[src/rtl/lzc_pkg.sv]
// Shared constants and helpers for the registered leading-zero counter.
package lzc_pkg;

    localparam int LZC_M = 12;
    localparam int LZC_N = 12;
    localparam int GW    = 4;

    // Count width able to hold every value 0..w without wrap.
    function automatic int lzc_cw(input int w);
        return $clog2(w + 1);
    endfunction

endpackage

[src/rtl/lzc_nib.sv]
// 4-bit priority encoder: leading-zero count of one group plus an all-zero flag.
module lzc_nib (
    input  logic [3:0] d_i,
    output logic [1:0] cnt_o,
    output logic       zero_o
);

    always_comb begin
        cnt_o  = 2'd3;
        zero_o = 1'b0;
        casez (d_i)
            4'b1???: cnt_o = 2'd0;
            4'b01??: cnt_o = 2'd1;
            4'b001?: cnt_o = 2'd2;
            4'b0001: cnt_o = 2'd3;
            default: zero_o = 1'b1;
        endcase
    end

endmodule

[src/rtl/lzc_reg.sv]
// Registered leading-zero counter for a raw QM.N word (MSB = bit W-1).
// Define LZC_PIPE2_EN to register the per-group flags/counts first (latency 2).
module lzc_reg
    import lzc_pkg::*;
#(
    parameter  int M  = LZC_M,
    parameter  int N  = LZC_N,
    localparam int W  = M + N,
    localparam int CW = lzc_cw(W)
) (
    input  logic          clk,
    input  logic          reset,
    input  logic          i_valid,
    input  logic [W-1:0]  i_data,
    output logic          o_valid,
    output logic [CW-1:0] o_lzc,
    output logic          o_zero
);

    localparam int NG = (W + GW - 1) / GW;
    localparam int PW = NG * GW;

    // LSB-side zero padding can never hold the first set bit, so the count stays <= W.
    logic [PW-1:0]         pad_w;
    logic [NG-1:0]         nib_zero;
    logic [NG-1:0][1:0]    nib_cnt;

    assign pad_w = PW'(i_data) << (PW - W);

    for (genvar g = 0; g < NG; g++) begin : g_nib
        lzc_nib u_nib (
            .d_i    (pad_w[PW-1-GW*g -: GW]),
            .cnt_o  (nib_cnt[g]),
            .zero_o (nib_zero[g])
        );
    end

    logic               sel_v;
    logic [NG-1:0]      sel_zero;
    logic [NG-1:0][1:0] sel_cnt;

`ifdef LZC_PIPE2_EN
    logic               v1_q;
    logic [NG-1:0]      grp_zero_q;
    logic [NG-1:0][1:0] grp_cnt_q;

    always_ff @(posedge clk or posedge reset) begin
        if (reset) begin
            v1_q       <= 1'b0;
            grp_zero_q <= '0;
            grp_cnt_q  <= '0;
        end else begin
            v1_q <= i_valid;
            if (i_valid) begin
                grp_zero_q <= nib_zero;
                grp_cnt_q  <= nib_cnt;
            end
        end
    end

    assign sel_v    = v1_q;
    assign sel_zero = grp_zero_q;
    assign sel_cnt  = grp_cnt_q;
`else
    assign sel_v    = i_valid;
    assign sel_zero = nib_zero;
    assign sel_cnt  = nib_cnt;
`endif

    logic [CW-1:0] lzc_d;
    logic          zero_d;

    // Scan from the LSB group upward so the most-significant non-zero group wins.
    always_comb begin
        lzc_d  = CW'(W);
        zero_d = 1'b1;
        for (int unsigned i = 0; i < NG; i++) begin
            if (!sel_zero[NG-1-i]) begin
                lzc_d  = CW'(GW * (NG - 1 - i)) + CW'(sel_cnt[NG-1-i]);
                zero_d = 1'b0;
            end
        end
    end

    logic          valid_q;
    logic [CW-1:0] lzc_q;
    logic          zero_q;

    always_ff @(posedge clk or posedge reset) begin
        if (reset) begin
            valid_q <= 1'b0;
            lzc_q   <= '0;
            zero_q  <= 1'b0;
        end else begin
            valid_q <= sel_v;
            if (sel_v) begin
                lzc_q  <= lzc_d;
                zero_q <= zero_d;
            end
        end
    end

    assign o_valid = valid_q;
    assign o_lzc   = lzc_q;
    assign o_zero  = zero_q;

endmodule

[config.mk]
export PLATFORM = sky130hd
export DESIGN_NAME = lzc_reg
export DESIGN_NICKNAME = d
export VERILOG_FILES = /design/src/rtl/lzc_pkg.sv /design/src/rtl/lzc_nib.sv /design/src/rtl/lzc_reg.sv
export SDC_FILE = /design/constraint.sdc
export NUM_CORES = 1
export LEC_CHECK = 0
export ABC_AREA = 1
export BUFFER_PORTS_ARGS = -buffer_cell sky130_fd_sc_hd__buf_2
export CORE_MARGIN = 2
export CORE_UTILIZATION = 41
export DETAILED_ROUTE_END_ITERATION = 12
export GPL_ROUTABILITY_DRIVEN = 0
export PLACE_DENSITY = 0.76
export SYNTH_ARGS = -nofsm -noshare
export SYNTH_HDL_FRONTEND = slang
export SYNTH_SLANG_ARGS = --single-unit
[constraint.sdc]
create_clock -name clk -period 0.9 [get_ports clk]
set_input_delay 0.09 -clock clk [delete_from_list [all_inputs] [get_ports clk]]
set_output_delay 0.09 -clock clk [all_outputs]
set_load 0.005 [all_outputs]
==> flow_summary.ini <==
[clock_network]
cts_inserted_buffers = 3
postCtsSetupBuffers = 0
clockBufferDepth = 2
cts_sinks = 7
cts_root_buffer = clkbuf_4
clk_latency_ps = 250
tritoncts = built
htree_levels = 1
clkTransAtPathRegs_ps = 50

[floorplanning]
die_area_um2 = 1720
rows = 13
ios = 34
initial_utilization = 0.443
fp.dieH_um = 41.5
core_um2 = 1300
dieWidth_um = 41.5

[placement]
io_buffers = 33
hpwlAfterDp_um = 1180
placed_cell_area_um2 = 813
post-place-ws_ps = -180
place_inst = 151

[logic_synthesis]
synth_mux_area_frac = 0
synth_warnings = 0
synth_area_leader_cell = dfrtp_1
synth_top_family_by_area = simple AND/OR/NAND/NOR gates
syn_nets = 123
synthXorXnorAreaFrac = 0
syn_area_um2 = 577
synth.top_cells.by_area = dfrtp_1 30%, nand2_1 18%, nor2_1 10%, inv_1 9.8%, nor2_2 6.5%
synth_compound_area_frac = 0.130
synth_fa_ha_area_frac = 0
ys_types = 16
synth-seq-cells = 7
syn_inst = 96
syn_avg_cell_area_um2 = 6.01
synth_top_area_frac = 0.304
synthSimpleGateAreaFrac = 0.456
ys_seq_area_frac = 0.304

[layout]
diodes = 0
fin_area_um2 = 881
area_growth_pct = 52.7
instances_no_fill = 157
final_layout_size_suffix_gt1_frac = 0.423
nets = 170

[worst_setup_path]
path_buf_inv = 1
required_ps = 810
critPathTopFamily = flip-flops
critPathLaunchType = flip-flop
slowest_stage = dfrtp_1
cp_data_arrival_time_ps = 750
cp-end-kind = output pin
path_max_fanout = 2
critPathKind = flip-flop to output pin
slowest_delay_ps = 380
path_cells = buf_2

[power]
vdd_drop_max_mv = 0.389
p_leak_nw = 0.517
power-per-cell-area_nw_per_um2 = 972

[route]
routed_via_density = 4.65
final_antenna_net_count = 0
drc = 0
dr.first_iter.drc_count = 11
drt_wl_total_um = 1380
wl_per_cell_um = 8.82
via_count = 730
dr.pass1.iters = 4

[global_route]
grt_pass1_wl_um = 2310
grt-ovfl-total = 0
antenna_found_initial = 0
grt_use_total = 0.168
grt_pass1_vias = 633
grt_max_degree = 8

[timing]
fin_crit_sh = 0.937
whs_ps = 118
fin_skew_ps = 0
slew_headroom = 0.827
worstMarginPinSlew_ps = 259
maxSlewViolCount = 0
fin_ws_ps = 56.4
rsz0062_at_grt = no
setup_viol = 0
fmax_mhz = 1190
layout_min_cycle_time_ps = 844
hold_violations = 0

[outcome]
status = completed

[worst_hold_path]
hold_class = primary input to flip-flop

[job]
cap_violations = 0
## cells by family after synthesis
logic type | Yosys count
AOI/OAI and AO/OA | 12
DFF | 7
and+or+nand+nor | 60
buffers and inverters | 17
## Yosys cell counts
cell type and number:
a21boi_0 1, o21ai_0 3, a22o_1 1, a21oi_1 4
dfrtp_1 7, inv_2 2, nor2_4 1, nand2_1 28
a21oi_2 1, o21bai_1 2, nor3_1 2, nand3_1 4
nor2_1 16, inv_1 15, nor2_2 6, nand2_2 3
## tightest hold or removal path, stage by stage
cell and delay [ps]:
buf_2 100, nor2_1 50, a21oi_2 80
## area by class of cell
type                    count  area (um^2)
fillers                   129          420
multi-input cells          72          359
repair buffers             42          238
flip-flops and latches      7          175
inverters                  17         63.8
clock buffers               4         26.3
well taps                  15         18.8
## layout by cell type (no fill, tap or decap)
master         Yosys  layout
buf_4              0       7
nor2_1            16      16
clkbuf_4           0       3
a21oi_1            4       4
nor2_2             6       4
nor3_1             2       2
dfrtp_1            7       7
clkbuf_1           0       1
nand2_1           28      27
nand2_4            0       1
a21boi_2           0       1
a22o_1             1       1
o21bai_1           2       2
o21ai_0            3       3
nand3_1            4       4
inv_2              2       4
inv_1             15      13
dlygate4sd3_1      0       2
nand2_2            3       3
buf_2              0      33
nor2_4             1       3
a21oi_2            1       1
## through the flow
step	power [mW]	TNS (ps)	utilization
after floorplan	0.437	0	-
after CTS	0.849	0	0.661
after global placement	0.549	-375	0.625
final	0.856	0	0.677
after global routing	0.910	0	0.677
after detailed placement	0.557	-533	0.625
## worst paths after layout
path	startpoint	end	slack, ps	depth (start not counted)
setup / recovery	o_lzc[3]	o_lzc[3]	60	1
hold / removal	i_valid	o_lzc[0]	120	3
setup reg to reg	o_lzc[3]	o_lzc[3]	180	1
hold reg to reg	o_lzc[4]	o_lzc[4]	470	2
max in group asynchronous	reset	o_lzc[1]	390	3
min in group asynchronous	reset	o_lzc[4]	300	3
## flip-flops by register name, indices dropped and copies added, names as in the netlist
name / count
o_valid: 1
o_zero: 1
o_lzc: 5
## report_power, final
group          switching, mW  leakage (nW)  internal [mW]
clock network          0.117        0.0150          0.169
logic                  0.121         0.410          0.117
registers            0.00487        0.0922          0.327
total                  0.243         0.517          0.613
## per-layer routing
layer / vias to the layer above / track usage / part of all wire / wire length, um
met5: - / 0 / 0 / 0
met1: 320 / 0.182 / 0.41 / 570
met3: 2 / 0.0391 / 0.056 / 77
li1: 384 / - / - / -
met2: 24 / 0.303 / 0.52 / 724
met4: 0 / 0.0774 / 0.0087 / 12
## repair_timing
item / 4_1_cts / 5_1_grt
hold buffers: 2 / 0
gates resized for setup: 0 / 8
hold endpoints to repair: 8 / 0
setup endpoints to repair: 0 / 2
(Power assumes the default switching activity.)
